--- config.mk ---
export PLATFORM = sky130hd
export DESIGN_NAME = logic_op_arbiter
export DESIGN_NICKNAME = d
export VERILOG_FILES = /design/src/rtl/logic_op_pkg.sv /design/src/rtl/logic_unit.sv /design/src/rtl/logic_op_arbiter.sv
export SDC_FILE = /design/constraint.sdc
export NUM_CORES = 1
export LEC_CHECK = 0
export ABC_AREA = 1
export ABC_CLOCK_PERIOD_IN_PS = 4780
export CAP_MARGIN = 5
export CORE_AREA = 2 2 71 66
export CTS_BUF_LIST = sky130_fd_sc_hd__clkbuf_16
export CTS_CLUSTER_DIAMETER = 120
export DETAILED_ROUTE_END_ITERATION = 10
export DIE_AREA = 0 0 73 68
export PLACE_DENSITY = 0.83
export SYNTH_ARGS = -nofsm -noshare
export SYNTH_HDL_FRONTEND = slang
export SYNTH_SLANG_ARGS = --single-unit
--- constraint.sdc ---
create_clock -name clk -period 4.78 [get_ports clk]
set_input_delay 0.956 -clock clk [delete_from_list [all_inputs] [get_ports clk]]
set_output_delay 0.956 -clock clk [all_outputs]
set_load 0.1 [all_outputs]
--- src/rtl/logic_op_pkg.sv ---
// Shared definitions for the round-robin logic-op arbiter slice.
package logic_op_pkg;

    // Opcode encodings for the shared logic unit
    localparam logic [1:0] OP_OR   = 2'b00;
    localparam logic [1:0] OP_AND  = 2'b01;
    localparam logic [1:0] OP_XOR  = 2'b10;
    localparam logic [1:0] OP_NAND = 2'b11;

    // Result buffer occupancy
    typedef enum logic {
        ST_EMPTY = 1'b0,
        ST_FULL  = 1'b1
    } state_t;

endpackage

--- src/rtl/logic_unit.sv ---
// Shared combinational 4-function bitwise logic datapath.
module logic_unit
    import logic_op_pkg::*;
#(
    parameter int WIDTH = 4
) (
    input  logic [WIDTH-1:0] a,
    input  logic [WIDTH-1:0] b,
    input  logic [1:0]       sel,
    output logic [WIDTH-1:0] y
);

    // Select the bitwise function named by the opcode
    always_comb begin
        y = '0;
        case (sel)
            OP_OR:   y = a | b;
            OP_AND:  y = a & b;
            OP_XOR:  y = a ^ b;
            OP_NAND: y = ~(a & b);
            default: y = '0;
        endcase
    end

endmodule

--- src/rtl/logic_op_arbiter.sv ---
// Round-robin arbiter sharing one logic unit among NREQ requesters,
// with a single-entry valid/ready result buffer.
module logic_op_arbiter
    import logic_op_pkg::*;
#(
    parameter int WIDTH = 4,
    parameter int NREQ  = 4,
    parameter int IDW   = $clog2(NREQ)
) (
    input  logic                  clk,
    input  logic                  rst_n,
    input  logic [NREQ-1:0]       req,
    input  logic [NREQ*WIDTH-1:0] op_a,
    input  logic [NREQ*WIDTH-1:0] op_b,
    input  logic [NREQ*2-1:0]     op_sel,
    output logic [NREQ-1:0]       gnt,
    output logic                  res_valid,
    input  logic                  res_ready,
    output logic [WIDTH-1:0]      res_data,
    output logic [IDW-1:0]        res_id,
    output logic [7:0]            op_count
);

    state_t           state;
    logic [IDW-1:0]   rr_ptr;
    logic [IDW-1:0]   gnt_idx;
    logic             can_issue;
    logic             issue;
    logic [WIDTH-1:0] mux_a;
    logic [WIDTH-1:0] mux_b;
    logic [1:0]       mux_sel;
    logic [WIDTH-1:0] lu_y;

    // Gating with rst_n keeps gnt low while reset is held
    assign can_issue = rst_n & ((state == ST_EMPTY) | res_ready);
    assign issue     = |gnt;

    // Round-robin scan from rr_ptr upward, wrapping modulo NREQ
    always_comb begin
        int unsigned    cand;
        logic [IDW-1:0] cand_idx;
        logic           found;
        gnt      = '0;
        gnt_idx  = '0;
        found    = 1'b0;
        cand     = 0;
        cand_idx = '0;
        if (can_issue) begin
            for (int unsigned k = 0; k < NREQ; k++) begin
                cand     = (int'(rr_ptr) + k) % NREQ;
                cand_idx = cand[IDW-1:0];
                if (!found && req[cand_idx]) begin
                    found         = 1'b1;
                    gnt[cand_idx] = 1'b1;
                    gnt_idx       = cand_idx;
                end
            end
        end
    end

    // Operand mux feeding the single shared datapath
    always_comb begin
        mux_a   = op_a[gnt_idx*WIDTH +: WIDTH];
        mux_b   = op_b[gnt_idx*WIDTH +: WIDTH];
        mux_sel = op_sel[gnt_idx*2 +: 2];
    end

    logic_unit #(
        .WIDTH (WIDTH)
    ) u_logic_unit (
        .a   (mux_a),
        .b   (mux_b),
        .sel (mux_sel),
        .y   (lu_y)
    );

    // Buffer FSM, result register, rr pointer and grant counter
    always_ff @(posedge clk or negedge rst_n) begin
        if (!rst_n) begin
            state     <= ST_EMPTY;
            res_valid <= 1'b0;
            res_data  <= '0;
            res_id    <= '0;
            rr_ptr    <= '0;
            op_count  <= '0;
        end else begin
            if (issue) begin
                res_data  <= lu_y;
                res_id    <= gnt_idx;
                res_valid <= 1'b1;
                rr_ptr    <= (gnt_idx == IDW'(NREQ - 1)) ? '0 : gnt_idx + 1'b1;
                op_count  <= op_count + 8'd1;
                state     <= ST_FULL;
            end else if (state == ST_FULL && res_ready) begin
                res_valid <= 1'b0;
                state     <= ST_EMPTY;
            end
        end
    end

endmodule

# Word level (Yosys, flattened, before mapping)
# Index checks and enable logic that the tools add are counted.
# word_totals
input_bits	47
rom_bits	0
register_bits	17
memories	0
ramBits	0
latchBits	0
# op_classes
mul	0
addsub	5
eq_ne	4
muxes	39
magnitude_cmp	8
div_mod_pow	0
n_shift	3
n_reduce_logical	14
n_bitwise	10
# ops
op	count
two-way mux 4 bit	8
indexed part select 16 x 5 -> 4 bit	2
two-way mux 1 bit	16
bitwise OR 4 bit	4
case mux 4 bit (4 select lines)	1
< comparator 2 x 3 -> 1 bit, second input constant	4
two-way mux 2 bit	6
adder 8 x 1 -> 8 bit, second input constant	1
binary-select mux 1 bit (select 2 bit)	4
demux 1 bit (select 2 bit)	4
greater-or-equal comparator 2 x 1 -> 1 bit, second input constant	4
logical AND 1 bit	8
indexed part select 8 x 4 -> 2 bit	1
equality test 2 bit, second input constant	3
adder 2 x 1 -> 2 bit, second input constant	2
adder 2 bit, second input constant	2
AND 4 bit	1
inverter 4 bit	1
OR reduction 4 bit	1
XOR 4 bit	1
logical NOT 1 bit	3
equality test 2 x 1 -> 1 bit, second input constant	1
logical NOT 2 bit	1
nonzero test 2 bit	1
3 further kinds	3

# Longest topological paths before layout
# logic_depth
ltp_word	20
ltp_mapped	25
ltp_nobuf	25

# By module
# Synthesis repeated with hierarchy kept, for this count alone.
# unflattened
hier_cells	357
hier_area_um2	2139.6
# by_module_without_submodules
mod	cells_per_inst	area_each_um2	seq_area_each_um2	n_inst
logic_op_arbiter	302	1838.0	425.4	1
logic_unit	55	301.5	0.0	1

# Worst setup path after synthesis
# No wires, ideal clock.
# synth_path
path_type	input to output
startpoint	in req[1]
endpoint	out gnt[0]
required_ns	3.824
n_path_buf	0
cell_stages	11
arrival_time_ns	2.347
setup_slack_ns	1.477
path_cell_list	inv_1 nand2_1 nand2_1 nand2_1 nand2_1 inv_2 nor2_2 nand2_1 o21ai_1 nand2_1 inv_1
# synth_between
elab_chain_cells	16
word_cells_on_any_way	31
# synth_rtl
element	line	source
from (decl)	logic_op_arbiter.sv:12	input logic [NREQ-1:0] req,
binary-select mux 1 bit (select 2 bit)	logic_op_arbiter.sv:52	if (!found && req[cand_idx]) begin
two-way mux 1 bit (not written as such)	logic_op_arbiter.sv:52	
two-way mux 1 bit	logic_op_arbiter.sv:52	
two-way mux 1 bit	logic_op_arbiter.sv:48	if (can_issue) begin
logical NOT 1 bit	logic_op_arbiter.sv:52	
logical AND 1 bit	logic_op_arbiter.sv:52	
two-way mux 1 bit	logic_op_arbiter.sv:52	
two-way mux 1 bit	logic_op_arbiter.sv:48	
logical NOT 1 bit	logic_op_arbiter.sv:52	
logical AND 1 bit	logic_op_arbiter.sv:52	
two-way mux 1 bit	logic_op_arbiter.sv:52	
two-way mux 1 bit	logic_op_arbiter.sv:48	
logical NOT 1 bit	logic_op_arbiter.sv:52	
logical AND 1 bit	logic_op_arbiter.sv:52	
two-way mux 4 bit *	logic_op_arbiter.sv:52	
two-way mux 4 bit *	logic_op_arbiter.sv:48	
to (decl)	logic_op_arbiter.sv:16	output logic [NREQ-1:0] gnt,
# Mark *: on every way between the ends. The rest lies on a longest branch, timed or not. The select of a mux whose other input is x is not followed.

# Final worst setup path
# layout_path
startpoint	in req[0]
endpoint	out gnt[2]
# The elaborated chain is that of the path after synthesis.

==> impl_metrics.py <==
metrics = {
    "logic_synthesis": {
        "synthFlopType": "dfrtp_1",
        "synth_fa_ha_area_share_pct": 10.5,
        "synthCells": 306,
        "syn_area_sq_mm": 0.00202,
        "yosysWarnings": 0,
        "synth_cell_type_count": 33,
        "async_reset_ff_share_pct": 100,
        "ys_seq_area_share_pct": 21.0,
        "syn-num-nets": 370,
        "ys_ff_latch": 17,
        "synth_edf_count": 0,
        "syn-mean-instance-area_sq_um": 6.62,
        "yosys.area.top_type": "dfrtp_1",
        "synth_area_leaders": "dfrtp_1, nand2_1, ha_1",
        "synth-simple-area-share_pct": 41.8,
        "synth_top_family_by_area": "simple AND/OR/NAND/NOR gates",
        "synth_top_area_share_pct": 21.0,
        "synth-compound-area-share_pct": 10.8,
        "synth_xor_xnor_area_share_pct": 3.03,
        "muxShareOfSynthArea_pct": 0,
    },
    "critical_path": {
        "cp-start-kind": "input port",
        "path_max_fanout": 4,
        "path_common_cell": "nand2_1",
        "slowest_delay_ps": 490,
        "cp_top_family": "buffers and inverters",
        "required_ps": 3820,
        "crit_type": "in -> out",
        "critPathBufInv": 4,
        "crit_path_end_kind": "output pin",
        "worstPathCellList": "clkdlybuf4s50_1, inv_1, nand2_1, nand2_1, nand2_1, nand2_1, nor2_1, a21oi_1, o21ai_1, nand2_1, inv_1, buf_4",
        "slowest_stage": "clkdlybuf4s50_1",
        "crit_arrival_ps": 2750,
    },
    "sta": {
        "drv_slew": 0,
        "finalSetupTns_ps": 0,
        "rsz0062_at_grt": "false",
        "final.setup_skew_ps": 1.51,
        "worst_pin_slew_ps": 988,
        "max_slew_margin_pct": 34.0,
        "fmax_mhz": 270,
        "finalHoldViolCount": 0,
        "period_share_pct": 77.4,
        "setup_viol": 0,
        "fin_crit_ps": 3700,
    },
    "route": {
        "highest_layer": "met4",
        "via_per_inst": 4.93,
        "wl_met3_um": 292,
        "wl_mm": 4.49,
        "drc": 0,
        "drtIter0Drc": 74,
        "wire_per_inst_um": 10.7,
        "met1_length_mm": 2.16,
        "postRouteAntennaNets": 0,
        "met2WireLength_mm": 2.02,
        "num_vias": 2072,
        "dr.pass1.iters": 4,
    },
    "job": {
        "drv_cap": 0,
    },
    "floorplan": {
        "die-area_sq_mm": 0.00496,
        "rows": 23,
        "die_h_um": 68,
        "ioPinCount": 66,
        "die_x_um": 73,
        "start_util_pct": 47.2,
        "core-area_sq_mm": 0.00429,
    },
    "clocking": {
        "post_cts_buffers": 0,
        "htree_levels": 1,
        "cts_buffers": 3,
        "clkTransAtPathRegs_ps": 50,
        "cts_resized": 0,
        "clk_latency_ps": 240,
        "postCtsHoldBufs": 0,
        "cts_tree": "built",
        "clock_sinks": 17,
        "clock_path_buffers": 2,
        "cts_root_buf": "clkbuf_16",
    },
    "cells_and_area": {
        "n_antenna_cell": 0,
        "synthToLayoutAreaGrowth_pct": 36.8,
        "nets": 435,
        "layout-drive-gt1-share_pct": 13.5,
    },
    "grt": {
        "grt-ovfl-total": 0,
        "grt_antenna_before_repair": 0,
        "track_usage_pct": 19.1,
        "grt_pass1_vias": 1887,
        "grt_pass1_wl_mm": 7.75,
        "grt_max_degree": 23,
    },
    "worst_hold_path": {
        "hp-class": "reg -> reg",
    },
    "status": {
        "status": "completed",
    },
    "place": {
        "place_hpwl_mm": 3.71,
        "portBuffers": 65,
        "gp_congestion": 0.925,
    },
}
layout make-up:
class	count	area [sq um]
fillers	355	1520
clock buffers	3	75.1
well taps	50	62.6
flip-flops and latches	17	425
inverters	54	205
clock inverters	1	5.00
multi-input cells	228	1340
repair buffers	67	656
worst register-to-register path, delay by kind of cell (launching register included):
kind | cells | cell delay [ps]
AOI/OAI and AO/OA | 1 | 200
adders and majority gates | 2 | 690
buffers and inverters | 7 | 730
DFF | 1 | 570
and+or+nand+nor | 14 | 1280
cell families after synthesis:
| group | after synthesis |
|---|---|
| AOI/OAI and AO/OA | 30 |
| buffers and inverters | 61 |
| and+or+nand+nor | 174 |
| adders and majority gates | 17 |
| DFF | 17 |
| xor gates and xnor gates | 7 |
layout by cell type, fill, tap and decap left out, types with 7 or more instances in the layout:
| cell | synthesis | final |
|---|---|---|
| o21ai_0 | 7 | 7 |
| nand2_1 | 97 | 97 |
| clkdlybuf4s50_1 | 0 | 61 |
| nand3_1 | 24 | 24 |
| or2_2 | 7 | 7 |
| inv_2 | 9 | 9 |
| inv_1 | 44 | 44 |
| dfrtp_1 | 17 | 17 |
| ha_1 | 17 | 17 |
| nor2_1 | 14 | 14 |
| o21ai_1 | 7 | 7 |
Yosys cell counts (all sizes together), types with 4 or more instances:
library cell / count
nand3: 29
a32oi: 8
xor2: 6
nor2: 19
buf: 7
a21oi: 4
nand2: 105
ha: 17
or2: 9
dfrtp: 17
nand3b: 6
o21ai: 14
nand4: 4
inv: 54
final timing paths:
kind	depth (start not counted)	startpoint	to	slack [ps]
setup / recovery	12	req[0]	gnt[2]	1080
hold / removal	2	res_id[0]	res_id[0]	470
setup reg to reg	24	rr_ptr[0]	res_data[1]	1190
hold reg to reg	2	res_id[0]	res_id[0]	470
max in group asynchronous	2	rst_n	op_count[0]	3550
min in group asynchronous	2	rst_n	op_count[6]	1040
routing by layer:
metal / track usage (%) / vias to the layer above
met4: 3.94 / 0
li1: - / 1088
met2: 32.5 / 79
met3: 3.39 / 2
met1: 25.4 / 903
met5: 0 / -
per-stage QoR:
stage                     std cells  instance area (sq um)  worst slack [ps]  util (%)  hold slack [ps]
after global routing            420                   2770               757      64.6              498
after CTS                       420                   2770              1130      64.6              475
after detailed placement        416                   2690               875      62.7              463
final                           420                   2770              1080      64.6              472
after global placement          416                   2690              1010      62.7              455
after floorplan                 306                   2020              1480         -              660
registers in the layout, indices dropped and copies added, names as in the netlist:
register,flops
op_count,8
res_id,2
rr_ptr,2
state,1
res_data,4
Power is left out: the tool's default activity adds up to more than one toggle a clock period on the data nets, which glitch-free logic cannot reach.
